$ cat src/rtl/mpaddsub_iter.sv
// Wide add/sub that walks WORD bits per cycle with a registered carry; start/done handshake, busy blocks start.
// Latency NW cycles (1 cycle when MPADDSUB_SINGLE_CYCLE_EN is defined); start re-accepted in the done cycle.
module mpaddsub_iter #(
  parameter int WIDTH = 514,
  parameter int WORD  = 128
) (
  input  logic             clk,
  input  logic             reset,
  input  logic             start,
  input  logic             subtract,
  input  logic [WIDTH-1:0] in_a,
  input  logic [WIDTH-1:0] in_b,
  output logic [WIDTH:0]   result,
  output logic             done,
  output logic             busy
);

  typedef enum logic [1:0] {ST_IDLE, ST_RUN, ST_DONE} state_t;

  state_t state_q, state_d;
  logic   done_q, done_d;
  logic   busy_q, busy_d;

`ifdef MPADDSUB_SINGLE_CYCLE_EN
  logic [WIDTH:0] acc_q, acc_d;
  logic [WIDTH:0] full_sum;

  // Inverted B plus carry-in of one gives A-B modulo 2^(WIDTH+1).
  assign full_sum = {1'b0, in_a} + ({1'b0, in_b} ^ {(WIDTH+1){subtract}})
                  + {{WIDTH{1'b0}}, subtract};
  assign result   = acc_q;
`else
  localparam int NW  = (WIDTH + WORD) / WORD;
  localparam int TOT = NW * WORD;
  localparam int CW  = $clog2(NW + 1);

  logic [TOT-1:0]  acc_q, acc_d;
  logic [TOT-1:0]  a_q, a_d;
  logic [TOT-1:0]  b_q, b_d;
  logic            carry_q, carry_d;
  logic [CW-1:0]   count_q, count_d;
  logic [TOT-1:0]  a_ext, b_ext;
  logic [WORD:0]   word_sum;

  assign a_ext    = {{(TOT-WIDTH){1'b0}}, in_a};
  assign b_ext    = {{(TOT-WIDTH){1'b0}}, in_b} ^ {TOT{subtract}};
  assign word_sum = {1'b0, a_q[WORD-1:0]} + {1'b0, b_q[WORD-1:0]}
                  + {{WORD{1'b0}}, carry_q};
  // Once all NW words have been shifted in, the padded sum sits at bit 0; the top pad bits are dropped.
  assign result   = acc_q[WIDTH:0];
`endif

  assign done = done_q;
  assign busy = busy_q;

  always_comb begin
    state_d = state_q;
    done_d  = 1'b0;
    busy_d  = busy_q;
    acc_d   = acc_q;
`ifndef MPADDSUB_SINGLE_CYCLE_EN
    a_d     = a_q;
    b_d     = b_q;
    carry_d = carry_q;
    count_d = count_q;
`endif
    case (state_q)
      ST_RUN: begin
`ifdef MPADDSUB_SINGLE_CYCLE_EN
        busy_d  = 1'b0;
        done_d  = 1'b1;
        state_d = ST_DONE;
`else
        acc_d   = {word_sum[WORD-1:0], acc_q[TOT-1:WORD]};
        a_d     = a_q >> WORD;
        b_d     = b_q >> WORD;
        carry_d = word_sum[WORD];
        count_d = count_q + 1'b1;
        if (count_q == CW'(NW - 1)) begin
          busy_d  = 1'b0;
          done_d  = 1'b1;
          state_d = ST_DONE;
        end
`endif
      end
      default: begin
        state_d = ST_IDLE;
        if (start) begin
          busy_d  = 1'b1;
          state_d = ST_RUN;
`ifdef MPADDSUB_SINGLE_CYCLE_EN
          acc_d   = full_sum;
`else
          a_d     = a_ext;
          b_d     = b_ext;
          carry_d = subtract;
          count_d = '0;
`endif
        end
      end
    endcase
  end

  always_ff @(posedge clk or posedge reset) begin
    if (reset) begin
      state_q <= ST_IDLE;
      done_q  <= 1'b0;
      busy_q  <= 1'b0;
      acc_q   <= '0;
`ifndef MPADDSUB_SINGLE_CYCLE_EN
      a_q     <= '0;
      b_q     <= '0;
      carry_q <= 1'b0;
      count_q <= '0;
`endif
    end else begin
      state_q <= state_d;
      done_q  <= done_d;
      busy_q  <= busy_d;
      acc_q   <= acc_d;
`ifndef MPADDSUB_SINGLE_CYCLE_EN
      a_q     <= a_d;
      b_q     <= b_d;
      carry_q <= carry_d;
      count_q <= count_d;
`endif
    end
  end

endmodule

$ cat config.mk
export PLATFORM = sky130hd
export DESIGN_NAME = mpaddsub_iter
export DESIGN_NICKNAME = d
export VERILOG_FILES = /design/src/rtl/mpaddsub_iter.sv
export SDC_FILE = /design/constraint.sdc
export NUM_CORES = 2
export LEC_CHECK = 0
export BUFFER_PORTS_ARGS = -buffer_cell sky130_fd_sc_hd__buf_4
export CAP_MARGIN = 25
export CELL_PAD_IN_SITES_DETAIL_PLACEMENT = 1
export CELL_PAD_IN_SITES_GLOBAL_PLACEMENT = 2
export CORE_AREA = 8 8 600 602
export CTS_CLUSTER_DIAMETER = 30
export DETAILED_ROUTE_END_ITERATION = 10
export DIE_AREA = 0 0 608 610
export GPL_ROUTABILITY_DRIVEN = 0
export GPL_TIMING_DRIVEN = 0
export PLACE_DENSITY = 0.67
export SETUP_SLACK_MARGIN = 0.2
export SLEW_MARGIN = 20
export SYNTH_ARGS = -nofsm -noshare
export SYNTH_HDL_FRONTEND = slang
export SYNTH_SLANG_ARGS = --single-unit
$ cat constraint.sdc
create_clock -name clk -period 50.7 [get_ports clk]
set_clock_uncertainty 0.15 [all_clocks]
set_input_delay 2.535 -clock clk [delete_from_list [all_inputs] [get_ports clk]]
set_output_delay 2.535 -clock clk [all_outputs]
set_load 0.05 [all_outputs]
==> summary.md <==
| Metric | Value |
|---|---|
| Crit end category | `flop` |
| Final hold viol count | `0` |
| Final setup TNS | `0 ns` |
| Hold Path Class | `reg2reg` |
| Max-cap viol count | `0` |
| Clk network pwr share | `33.3%` |
| Status | `finished, final reports clean` |
| CTS root buffer | `clkbuf_16` |
| Post-synthesis sequential area ratio | `49.1%` |
| Initial antenna violation count | `192` |
| Initial core utilization | `24.4%` |
| Final nets | `12989` |
| Num CTS Buffers | `470` |
| Post-Syn Instances | `9745` |
| Period utilization | `10.8%` |
| Worst-margin pin slew | `1.14 ns` |
| Crit path top cell by count | `o211ai_1` |
| Layout cell share with drive strength beyond 1 | `25.0%` |
| Final setup fails | `0` |
| Layout Area Growth over Synthesis | `42.6%` |
| # rows | `218` |
| CP peak stage delay | `0.69 ns` |
| Max-slew headroom | `23.2%` |
| Sequential Power Share | `25.3%` |
| Gr usage total | `24.7%` |
| Chip height | `610 um` |
| Layout Utilization | `34.7%` |
| Gr ovfl total | `0` |
| P per Cell Area | `78.9 nW/um2` |
| Fin crit period | `5.50 ns` |
| Arrival time worst endpoint | `6.15 ns` |
| Setup CP Type | `reg2reg` |
| Drt wl/cell | `28.2 um` |
| Cell-internal power | `5.37 mW` |
| Hold buffer count at CTS | `0` |
| F_max | `0.182 GHz` |
| Distinct cells, synth | `82` |
| TritonCTS Sinks | `1677` |
| Pre-antenna DRT Iters | `5` |
| Worst path cell trace | `ha_1 -> nand4_1 -> nor4_1 -> o211ai_1 -> a31oi_1 -> o211ai_1 -> a211oi_2 -> o31ai_1 -> a21oi_1 -> nor2_1 -> xor2_1 -> o21ai_0` |
| CTS tree | `built` |
| Largest net degree at the start of global routing | `104` |
| Main flop type after synthesis | `dfrtp_1` |
| Drt total wl | `477000 um` |
| Switching Share | `44.1%` |
| RSZ-0062 raised after global routing | `false` |
| PortBufs | `1546` |
| Setup Fix Bufs, Post-CTS | `0` |
| CTS max path bufs | `4` |
| Highest-delay cell along the critical path | `a211oi_2` |
| Post-CTS Resized | `0` |
| Synth async-reset ratio | `100%` |
| Synth Warn # | `0` |
| Syn Area/Cell | `8.77 um2` |
| Core Area | `351000 um2` |
| FILL cells | `40623` |
| First-pass GRT wire length | `665000 um` |
| Number of synthesized flops with an enable pin | `0` |
| Maximum vdd drop | `0.0377 mV` |
| Post-Syn Nets | `10908` |
| Slew Limit Fails | `0` |
| #FFs+latches synth | `1677` |
| Clock Pin Slew Worst Setup and Hold Paths | `0.05 ns` |
| Iter 0 DRT Violations | `4849` |
| Type of origin of the critical path | `flop` |
| Final ANT Viol Nets | `0` |
| Vias in the first global route | `86839` |
| Die Width | `608 um` |
| Top cell type's share of synthesized area | `49.1%` |
| H-tree levels | `5` |
| Crit path required time | `51.35 ns` |
| Worst skew pair latency | `0.96 ns` |
| Ports | `1549` |
| Psw | `4.24 mW` |
| Vias post-DR | `79125` |
| Drt drc | `0` |
| Vias/cell | `4.67` |
| Synthesized area | `85400 um2` |
| Top cells by area, synth | `dfrtp_1, nand2_1, o21ai_0` |
| Die area | `371000 um2` |
| Comb pwr share | `41.4%` |
| Area leader, netlist | `dfrtp_1` |
| HPWL Detailed | `400000 um` |
| Worst Path Max Fanout | `6` |
| Leak | `58.5 nW` |
-- critical path, delay by kind of cell (launching register included) --
kind	cells	cell delay, ns
compound gates	7	2.84
simple gates	3	0.86
fa+ha+maj	1	0.51
xor+xnor	1	0.40
flops	1	0.55
-- state kept, by name (all words and copies together) (netlist names) --
| signal | flops |
|---|---|
| carry_q | 1 |
| acc_q | 640 |
| busy | 1 |
| b_q | 515 |
| done | 1 |
| state_q | 2 |
| a_q | 514 |
| count_q | 3 |
-- path summary, 6_finish.rpt --
| kind | cells past startpoint | from | slack (ns) | to |
|---|---|---|---|---|
| worst max register to register | 12 | b_q[15] | 45.20 | acc_q[630] |
| worst min register to register | 2 | a_q[457] | 0.29 | a_q[329] |
| worst max-delay path | 12 | b_q[15] | 45.20 | acc_q[630] |
| worst min-delay path | 2 | a_q[457] | 0.29 | a_q[329] |
| max in group asynchronous | 8 | reset | 45.81 | b_q[354] |
| min in group asynchronous | 2 | reset | 1.48 | acc_q[417] |
-- logic make-up (layout without fill, tap and decap cells) --
| logic type | after synthesis | count (layout) | share of synthesized area, % |
|---|---|---|---|
| and+or+nand+nor | 3540 | 3540 | 16.1 |
| AOI/OAI and AO/OA | 2051 | 2051 | 12.8 |
| DFF | 1677 | 1677 | 49.1 |
| buffers and inverters | 1195 | 3679 | 7.55 |
| xor gates and xnor gates | 634 | 634 | 6.50 |
| muxes | 517 | 517 | 6.06 |
| adders and majority gates | 131 | 131 | 1.94 |
| other | 0 | 86 | 0 |
-- routing by layer --
| metal | global-route usage, % | vias to the layer above | part of all wire (%) |
|---|---|---|---|
| li1 | - | 36122 | - |
| met3 | 4.83 | 775 | 5.3 |
| met4 | 10.2 | 36 | 4.6 |
| met1 | 29.8 | 39801 | 41 |
| met5 | 0 | - | 0.049 |
| met2 | 43.1 | 2391 | 49 |
-- stage by stage --
step,cell area [um2],power (mW),hold slack (ns),setup WS (ns),cells
final,122000,9.61,0.294,45.20,16935
after global routing,122000,10.1,0.325,45.19,16905
after CTS,122000,9.71,0.281,45.35,16848
after detailed placement,104000,6.45,0.309,44.71,15973
after global placement,103000,6.34,0.300,-20.17,15911
after floorplan,85400,4.63,0.283,0.684,9745
-- power groups by stage --
| stage | sequential, mW | combinational [mW] | clock, mW |
|---|---|---|---|
| finish | 2.43 | 3.98 | 3.20 |
| global route | 2.49 | 4.31 | 3.32 |
| CTS | 2.43 | 4.03 | 3.24 |
| detailed placement | 2.44 | 4.01 | 0 |
| global placement | 2.44 | 3.89 | 0 |
| floorplan | 2.17 | 2.46 | 0 |
-- cell usage in the layout (no fill, tap or decap), types with 12 or more instances in the layout --
master      count
nand2b_1       13
nor2_1        249
clkbuf_16     474
o21a_1         12
nand4_1        55
buf_4        2066
nand3_1        15
ha_1          129
bufinv_16      82
xnor2_1       581
o21bai_1       26
clkinvlp_4     39
dfrtp_1      1677
a21o_1         51
diode_2        86
nand2_1      3125
inv_1          38
buf_2          15
a31oi_1        16
clkbuf_8      101
xor2_1         52
a21oi_1       201
o21ai_0      1626
buf_16         36
clkinv_4       13
nor3_1         18
clkinv_2       90
clkbuf_1      554
buf_1          69
clkbuf_2       52
o21ai_1        18
mux2i_1       517
-- layout make-up --
cell class,count,area (um2),share of cell area [%]
clock buffers,627,13400,11.0
well taps,4620,5780,4.75
repair buffers,1609,13000,10.7
inverters,39,154,0.126
diodes,86,215,0.177
clock inverters,248,3860,3.17
multi-input cells,6873,37000,30.4
flip-flops and latches,1677,42000,34.5
plain buffers,1156,6370,5.23
-- cells in the mapped netlist, types with 4 or more instances --
library cell	number
o21bai_1	26
ha_1	129
a21o_1	51
nand3_1	15
clkbuf_1	554
nand4_1	55
xnor2_1	582
nor2b_1	6
a221oi_1	10
o21ai_1	18
dfrtp_1	1677
nor4_1	10
a31oi_1	16
nor2_1	249
buf_2	10
a21boi_0	11
a21oi_1	201
nand2b_1	13
buf_4	519
o31ai_1	11
or3_1	7
buf_1	73
nor3_1	18
a211oi_1	8
o221ai_1	5
o211ai_1	10
xor2_1	52
nand2_1	3125
o21ai_0	1626
or2_2	7
and3_1	9
o21ai_2	4
o21a_1	12
mux2i_1	517
inv_1	39
Power figures use the tool's default switching activity.
